===== src/rtl/game_round_scorer_if.sv =====
// game_round_scorer_if: choice/button inputs and score/result outputs of the round scorer (draws present when GAME_DRAW_COUNT_EN is defined)
interface game_round_scorer_if #(
  parameter int NUM_CHOICES = 3,
  parameter int SCORE_W = 4
);
  localparam int IW = $clog2(NUM_CHOICES);
  logic [NUM_CHOICES-1:0] p1_choice;
  logic [NUM_CHOICES-1:0] p2_choice;
  logic choose;
  logic cont;
  logic reset_game;
  logic [SCORE_W-1:0] player1;
  logic [SCORE_W-1:0] player2;
  logic [1:0] round_result;
  logic result_valid;
  logic winner1;
  logic winner2;
  logic [IW-1:0] p1_idx;
  logic [IW-1:0] p2_idx;
  logic busy;
`ifdef GAME_DRAW_COUNT_EN
  logic [SCORE_W-1:0] draws;
  modport master(
    output p1_choice, p2_choice, choose, cont, reset_game,
    input player1, player2, round_result, result_valid, winner1, winner2, p1_idx, p2_idx, busy, draws
  );
  modport slave(
    input p1_choice, p2_choice, choose, cont, reset_game,
    output player1, player2, round_result, result_valid, winner1, winner2, p1_idx, p2_idx, busy, draws
  );
`else
  modport master(
    output p1_choice, p2_choice, choose, cont, reset_game,
    input player1, player2, round_result, result_valid, winner1, winner2, p1_idx, p2_idx, busy
  );
  modport slave(
    input p1_choice, p2_choice, choose, cont, reset_game,
    output player1, player2, round_result, result_valid, winner1, winner2, p1_idx, p2_idx, busy
  );
`endif
endinterface


===== src/rtl/game_round_scorer.sv =====
// game_round_scorer: N-choice one-hot "beats" round resolver with scores and match winner; GAME_DRAW_COUNT_EN adds a saturating draw counter
module game_round_scorer #(
  parameter int NUM_CHOICES = 3,
  parameter int SCORE_W = 4,
  parameter int WIN_SCORE = 3
) (
  input logic clk,
  input logic resetn,
  game_round_scorer_if.slave bus
);
  localparam int IW = $clog2(NUM_CHOICES);
  localparam logic [IW:0] NC = (IW+1)'(NUM_CHOICES);
  localparam logic [IW:0] HALF = (IW+1)'((NUM_CHOICES - 1) / 2);
  localparam logic [SCORE_W-1:0] WIN = SCORE_W'(WIN_SCORE);
  typedef enum logic [1:0] {WAIT, RESOLVE, SHOW, DONE} state_t;
  state_t state;
  logic choose_q, cont_q;
  logic choose_rise, cont_rise;
  logic [IW-1:0] p1_idx, p2_idx, d1, d2;
  logic [IW:0] diff;
  logic [1:0] outcome, round_result;
  logic [SCORE_W-1:0] player1, player2, p1_next, p2_next;
  logic winner1, winner2, result_valid;
  // zero or multi-hot choices fall back to index 0
  function automatic logic [IW-1:0] decode(input logic [NUM_CHOICES-1:0] c);
    logic [IW-1:0] idx;
    idx = '0;
    for (int i = 0; i < NUM_CHOICES; i++) idx = c[i] ? (idx | IW'(i)) : idx;
    return $onehot(c) ? idx : '0;
  endfunction
  assign choose_rise = bus.choose & ~choose_q;
  assign cont_rise = bus.cont & ~cont_q;
  assign d1 = decode(bus.p1_choice);
  assign d2 = decode(bus.p2_choice);
  // (p1 - p2) mod N without a divider: both indices are below N
  assign diff = (p1_idx >= p2_idx) ? {1'b0, p1_idx} - {1'b0, p2_idx} : {1'b0, p1_idx} + NC - {1'b0, p2_idx};
  assign outcome = (diff == '0) ? 2'b00 : (diff <= HALF) ? 2'b01 : 2'b10;
  assign p1_next = (outcome == 2'b01 && player1 != WIN) ? player1 + 1'b1 : player1;
  assign p2_next = (outcome == 2'b10 && player2 != WIN) ? player2 + 1'b1 : player2;
`ifdef GAME_DRAW_COUNT_EN
  logic [SCORE_W-1:0] draws;
  // draw counter saturates at all ones and clears with the match
  always_ff @(posedge clk)
    if (!resetn || bus.reset_game) draws <= '0;
    else if (state == RESOLVE && outcome == 2'b00 && draws != '1) draws <= draws + 1'b1;
  assign bus.draws = draws;
`endif
  // round FSM: latch choices, resolve one cycle, show until continue, hold after a match win
  always_ff @(posedge clk) begin
    if (!resetn) begin
      state <= WAIT;
      choose_q <= 1'b0;
      cont_q <= 1'b0;
      player1 <= '0;
      player2 <= '0;
      round_result <= 2'b00;
      result_valid <= 1'b0;
      winner1 <= 1'b0;
      winner2 <= 1'b0;
      p1_idx <= '0;
      p2_idx <= '0;
    end else begin
      choose_q <= bus.choose;
      cont_q <= bus.cont;
      if (bus.reset_game) begin
        state <= WAIT;
        player1 <= '0;
        player2 <= '0;
        round_result <= 2'b00;
        result_valid <= 1'b0;
        winner1 <= 1'b0;
        winner2 <= 1'b0;
      end else begin
        case (state)
          WAIT: if (choose_rise) begin
            p1_idx <= d1;
            p2_idx <= d2;
            state <= RESOLVE;
          end
          RESOLVE: begin
            round_result <= outcome;
            player1 <= p1_next;
            player2 <= p2_next;
            winner1 <= p1_next == WIN;
            winner2 <= p2_next == WIN;
            result_valid <= 1'b1;
            state <= SHOW;
          end
          SHOW: if (cont_rise) begin
            result_valid <= 1'b0;
            state <= (winner1 || winner2) ? DONE : WAIT;
          end
          default: state <= DONE;
        endcase
      end
    end
  end
  assign bus.player1 = player1;
  assign bus.player2 = player2;
  assign bus.round_result = round_result;
  assign bus.result_valid = result_valid;
  assign bus.winner1 = winner1;
  assign bus.winner2 = winner2;
  assign bus.p1_idx = p1_idx;
  assign bus.p2_idx = p2_idx;
  assign bus.busy = state != WAIT;
endmodule


===== src/flat_wrapper.sv =====
// flat-port wrapper written by rule: the top's interface ports become plain ports
module game_round_scorer_flat 
#(
  parameter int NUM_CHOICES = 3,
  parameter int SCORE_W = 4,
  parameter int WIN_SCORE = 3
)
  (clk, resetn, bus_p1_choice, bus_p2_choice, bus_choose, bus_cont, bus_reset_game, bus_player1, bus_player2, bus_round_result, bus_result_valid, bus_winner1, bus_winner2, bus_p1_idx, bus_p2_idx, bus_busy);
  game_round_scorer_if #(.NUM_CHOICES(NUM_CHOICES), .SCORE_W(SCORE_W)) bus_i ();
  input logic clk;
  input logic resetn;
  input wire logic [$bits(bus_i.p1_choice)-1:0] bus_p1_choice;
  input wire logic [$bits(bus_i.p2_choice)-1:0] bus_p2_choice;
  input wire logic [$bits(bus_i.choose)-1:0] bus_choose;
  input wire logic [$bits(bus_i.cont)-1:0] bus_cont;
  input wire logic [$bits(bus_i.reset_game)-1:0] bus_reset_game;
  output wire logic [$bits(bus_i.player1)-1:0] bus_player1;
  output wire logic [$bits(bus_i.player2)-1:0] bus_player2;
  output wire logic [$bits(bus_i.round_result)-1:0] bus_round_result;
  output wire logic [$bits(bus_i.result_valid)-1:0] bus_result_valid;
  output wire logic [$bits(bus_i.winner1)-1:0] bus_winner1;
  output wire logic [$bits(bus_i.winner2)-1:0] bus_winner2;
  output wire logic [$bits(bus_i.p1_idx)-1:0] bus_p1_idx;
  output wire logic [$bits(bus_i.p2_idx)-1:0] bus_p2_idx;
  output wire logic [$bits(bus_i.busy)-1:0] bus_busy;
  assign bus_i.p1_choice = bus_p1_choice;
  assign bus_i.p2_choice = bus_p2_choice;
  assign bus_i.choose = bus_choose;
  assign bus_i.cont = bus_cont;
  assign bus_i.reset_game = bus_reset_game;
  assign bus_player1 = bus_i.player1;
  assign bus_player2 = bus_i.player2;
  assign bus_round_result = bus_i.round_result;
  assign bus_result_valid = bus_i.result_valid;
  assign bus_winner1 = bus_i.winner1;
  assign bus_winner2 = bus_i.winner2;
  assign bus_p1_idx = bus_i.p1_idx;
  assign bus_p2_idx = bus_i.p2_idx;
  assign bus_busy = bus_i.busy;
  game_round_scorer #(.NUM_CHOICES(NUM_CHOICES), .SCORE_W(SCORE_W), .WIN_SCORE(WIN_SCORE)) u_core (.clk(clk), .resetn(resetn), .bus(bus_i));
endmodule

===== config.mk =====
export PLATFORM = sky130hd
export DESIGN_NAME = game_round_scorer_flat
export DESIGN_NICKNAME = d
export VERILOG_FILES = /design/src/rtl/game_round_scorer_if.sv /design/src/rtl/game_round_scorer.sv /design/src/flat_wrapper.sv
export SDC_FILE = /design/constraint.sdc
export NUM_CORES = 1
export LEC_CHECK = 0
export BUFFER_PORTS_ARGS = -buffer_cell sky130_fd_sc_hd__buf_2
export CAP_MARGIN = 20
export CORE_MARGIN = 2
export CORE_UTILIZATION = 53
export CTS_CLUSTER_SIZE = 8
export DETAILED_ROUTE_END_ITERATION = 10
export MAX_ROUTING_LAYER = met4
export PLACE_DENSITY = 0.78
export SLEW_MARGIN = 20
export SYNTH_ARGS = -nofsm -noshare
export SYNTH_HDL_FRONTEND = slang
export SYNTH_SLANG_ARGS = --single-unit

===== constraint.sdc =====
create_clock -name clk -period 2.85 [get_ports clk]
set_input_delay 0 -clock clk [delete_from_list [all_inputs] [get_ports clk]]
set_output_delay 0 -clock clk [all_outputs]
set_load 0.01 [all_outputs]

# Word level (Yosys, flattened, before mapping)
# Index checks and enable logic that the tools add are counted.
# W data, S select, Z words.
[totals]
output_inout_bits = 18
mem_count = 0
latch_bits = 0
ramBits = 0
reg_bits = 21
word_cells = 68
mem_bits_ro = 0
inputBits = 11
[op_classes]
n_div = 0
n_bitwise = 6
shifts = 0
reduce_logical = 11
addsub = 9
magnitude_cmp = 2
multipliers = 0
eq_ne = 12
mux = 17
[ops]
columns = ["cell", "count"]
rows = [
  ["$mux W2", 9],
  ["$add A4 B1 Y4 const B", 2],
  ["$eq A2 B1 Y1 const B", 4],
  ["$eq A4 B2 Y1 const B", 2],
  ["$mux W4", 2],
  ["$ne A4 B2 Y1 const B", 2],
  ["$pmux W2 S3", 1],
  ["$add A1 B1 Y2", 2],
  ["$add A2 B1 Y2", 2],
  ["$eq A2 B2 Y1 const B", 2],
  ["$ne A2 B1 Y1 const B", 2],
  ["$not A1 Y1", 4],
  ["$reduce_and A2 Y1", 2],
  ["$reduce_bool A2 Y1", 2],
  ["$add A2 B2 Y3 const B", 1],
  ["$le A3 B1 Y1 const B", 1],
  ["$logic_not A3 Y1", 1],
  ["$mux W1", 3],
  ["$mux W3", 1],
  ["$reduce_and A3 Y1", 1],
  ["$sub A2 B2 Y3", 1],
  ["$sub A3 B2 Y3", 1],
  ["$and A1 B1 Y1", 2],
  ["$ge A2 B2 Y1", 1],
  ["other kinds (5)", 6],
]

# Longest topological paths before layout
[depth]
depth_word = 10
depth_mapped = 10
depth_no_buf = 9

# Least setup slack after synthesis
# No wires, ideal clock.
[synth_timing]
path_kind = "register -> register"
start = "reg u_core.p2_idx[0], in the netlist u_core.bus.p2_idx[0]"
end = "reg u_core.winner1, in the netlist u_core.bus.winner1"
setup_ns = 0.117
slack_ns = 0.649
required_ns = 2.733
synth_period_minus_slack_ns = 2.201
path_stages_with_launch = 10
arrival_time_ns = 2.084
cell_sequence = "dfxtp_1 inv_1 ha_1 inv_1 fa_1 and4b_2 o221ai_1 mux2i_1 nor3_1 a32o_1"
[synth_between]
elab_chain_cells = 9
[synth_rtl]
columns = ["element", "line_no", "rtl"]
rows = [
  ["from (decl)", "game_round_scorer.sv:19", "logic [IW-1:0] p1_idx, p2_idx, d1, d2;"],
  ["from (signal assigned)", "game_round_scorer.sv:61", "p2_idx <= '0;"],
  ["from (signal assigned)", "game_round_scorer.sv:77", "p2_idx <= d2;"],
  ["$sub A3 B2 Y3, or another cell as far along", "game_round_scorer.sv:36", "assign diff = (p1_idx >= p2_idx) ? {1'b0, p1_idx} - {1'b0, p2_idx} : {1'b0, p1_idx} + NC - {1'b0, p2_idx};"],
  ["$mux W3 *", "game_round_scorer.sv:36", ""],
  ["$le A3 B1 Y1", "game_round_scorer.sv:37", "assign outcome = (diff == '0) ? 2'b00 : (diff <= HALF) ? 2'b01 : 2'b10;"],
  ["$mux W2", "game_round_scorer.sv:37", ""],
  ["$mux W2 *", "game_round_scorer.sv:37", ""],
  ["$eq A2 B1 Y1 *", "game_round_scorer.sv:38", "assign p1_next = (outcome == 2'b01 && player1 != WIN) ? player1 + 1'b1 : player1;"],
  ["$logic_and A1 B1 Y1 *", "game_round_scorer.sv:38", ""],
  ["$mux W4 *", "game_round_scorer.sv:38", ""],
  ["$eq A4 B2 Y1 *", "game_round_scorer.sv:84", "winner1 <= p1_next == WIN;"],
  ["to (signal assigned)", "game_round_scorer.sv:58", "winner1 <= 1'b0;"],
  ["to (signal assigned)", "game_round_scorer.sv:71", "winner1 <= 1'b0;"],
  ["to (signal assigned)", "game_round_scorer.sv:84", ""],
  ["to (decl)", "game_round_scorer.sv:23", "logic winner1, winner2, result_valid;"],
]
# Every way passes the cells marked *; elsewhere a longest branch is shown, timed or not.
# A chain may end at the register's enable or synchronous reset.

# Worst setup path in the final report
# Same ends and word-level chain as after synthesis.

==> results.cfg <==
[status]
outcome = complete, no violations

[layout]
drive_gt1_frac = 0.239
nNetsFinal = 209
diodes = 0
syn_to_final_growth_pct = 23.5
fillers = 198
final_util = 0.709
postLayoutCellArea_um2 = 1600

[synthesis]
synth_cell_types = 44
syn_inst = 147
synth_sequential_area_ratio = 0.325
synth_top_area_cell = dfxtp_1
synth_area_um2 = 1290
syn_nets = 167
synth_top_area_frac = 0.325
synth_edf_count = 0
synth-main-ff-cell = dfxtp_1
synthArstFlopShare = 0
yosysMostFrequentCell = dfxtp_1
synthTopCellsByArea = dfxtp_1 32%, fa_1 6.2%, ha_1 4.8%
syn_area_per_cell_um2 = 8.80
ys_ff_latch = 21
yosysWarnings = 0
synthTopCellsByCount = 21 x dfxtp_1, 14 x inv_1, 13 x nor2_1, 10 x nand2_1, 9 x o21ai_0

[cts]
cts_root_buf = clkbuf_4
ctsHoldBuffers = 11
cts_buffer_depth = 2
cts_buffers = 3
cts_tree = yes
cts.sinks = 21
cts_setup_buffers = 0
clk_latency_ns = 0.31
post_cts_resized = 0
cts.reportedPaths.clkPinSlew_ns = 0.12
htree_levels = 1

[timing]
slew_violations = 0
post-route-period-util = 0.826
final_hold_viol_count = 0
min_period_ns = 2.35
rsz0062_at_grt = false
tightestPinTransition_ns = 0.606
clock.fmax_ghz = 0.425
relSlewSlack = 0.596
fin_skew_ns = 0.00204
setup_ws_ns = 0.496
tns_ns = 0
setup_viol = 0

[placement]
place_ws_ns = 0.536
gp_congestion = 0.820
port-buffer-count = 28
dp_hpwl_mm = 2.16
placed_cell_area_um2 = 1450

[routing]
route.vias.total = 1200
first_pass_iters = 4
drcViolationCount = 0
wl_mm = 3.00
drt_iter0_markers = 12
vias_per_cell = 5.56
antenna_left = 0
wl_per_cell_um = 13.9

[setup_path]
cpMostUsedCell = inv_1
critPathMaxStageDelay_ns = 0.44
critPathLaunchType = flip-flop
crit_fanout = 4
arrival_ns = 2.57
cp.required_ns = 3.06
setup.worst_path.class = reg -> reg
cp_cell_sequence = inv_1 -> ha_1 -> inv_1 -> fa_1 -> and4b_2 -> o221ai_1 -> mux2i_1 -> nor3_1 -> a32o_1
endpoint_kind = flip-flop
crit_slowest_cell = fa_1

[job]
drv_cap = 0

[die]
core.rowCount = 17
die_h_um = 53.4
start_util = 0.574
die_w_um = 53.4
core_um2 = 2250
die_area_um2 = 2850
num_io_pins = 29

[global_route]
grt_pass1_wl_mm = 5.12
overflow = 0
grtUsageTotal = 0.254
grt_pass1_vias = 1188
grt_antenna_before_repair = 0
grt_max_degree = 16

[power]
irDropWorstVdd_v = 0.000323
p_leak_nw = 0.652
power_density_nw_per_um2 = 333

[worst_hold_path]
hold_path.class = in -> reg
## layout by cell type (no fill, tap or decap), types with 3 or more instances in the layout
master	Yosys	routed
nor2_1	13	13
fa_1	4	4
ha_1	5	5
inv_1	14	14
o21ai_0	9	9
dfxtp_1	21	21
nand4b_1	5	5
nand2b_1	4	4
clkbuf_4	0	3
or3_1	5	5
nor3_1	4	4
nand2_1	10	10
a21oi_1	8	8
a21boi_0	4	4
dlygate4sd3_1	0	12
buf_2	0	28
nand3_1	3	3
xnor2_1	3	3
## where the power goes
part,switching [mW],internal [mW]
Combinational,0.0410,0.0410
Clock,0.0959,0.0524
Sequential,0.00426,0.298
## metal layers
metal,global-route usage,vias up,share of wire
met4,0.0983,0,0.019
met5,-,-,0
li1,-,605,-
met1,0.274,564,0.44
met2,0.463,24,0.51
met3,0.0367,7,0.030
## worst paths after layout
path	slack, ns	from	cells after the start	to
worst min-delay path	0.06	bus_reset_game	4	u_core.bus.p1_idx[0]$_SDFFE_PN0P_
worst min register to register	0.47	u_core.bus.round_result[1]$_SDFFE_PP0P_	2	u_core.bus.round_result[1]$_SDFFE_PP0P_
worst max-delay path	0.50	u_core.bus.p2_idx[0]$_SDFFE_PN0P_	9	u_core.bus.winner1$_SDFFE_PP0P_
worst max register to register	0.50	u_core.bus.p2_idx[0]$_SDFFE_PN0P_	9	u_core.bus.winner1$_SDFFE_PP0P_
## flip-flops by register name (all words and copies together), names as in the netlist, 2 cells and up
signal / flops
u_core.state: 2
u_core.bus.player2: 4
u_core.bus.player1: 4
u_core.bus.round_result: 2
u_core.bus.p1_idx: 2
u_core.bus.p2_idx: 2
## cells by family (layout without fill, tap and decap cells)
group | after synthesis | count (layout) | share of synthesized area
buffers and inverters | 17 | 58 | 0.0551
AOI/OAI and AO/OA | 35 | 35 | 0.194
xor gates and xnor gates | 3 | 3 | 0.0203
muxes | 3 | 3 | 0.0242
DFF | 21 | 21 | 0.325
and+or+nand+nor | 59 | 59 | 0.271
adders and majority gates | 9 | 9 | 0.110
## layout make-up
type | count | area (um2) | area share
multi-input cells | 109 | 802 | 0.502
flip-flops and latches | 21 | 420 | 0.263
repair buffers | 40 | 260 | 0.163
inverters | 14 | 52.6 | 0.0329
well taps | 28 | 35.0 | 0.0219
clock buffers | 3 | 22.5 | 0.0141
clock inverters | 1 | 5.00 | 0.00313
## through the flow
| stage | hold WS, ns | instances | total power [mW] |
|---|---|---|---|
| 6_report | 0.0570 | 216 | 0.532 |
| 5_1_grt | 0.0547 | 216 | 0.558 |
| 4_1_cts | 0.00170 | 215 | 0.536 |
| 3_5_place_dp | 0.220 | 200 | 0.379 |
| 3_3_place_gp | 0.212 | 200 | 0.374 |
| 2_1_floorplan | 0.122 | 147 | 0.357 |
## critical path, delay by kind of cell, from the launching register on
family / cells / cell delay [ns]
buf+inv: 2 / 0.12
mux: 1 / 0.23
fa+ha+maj: 2 / 0.63
compound gates: 2 / 0.55
flops: 1 / 0.40
simple gates: 2 / 0.33
No activity file was read; power rests on OpenSTA's default activity.
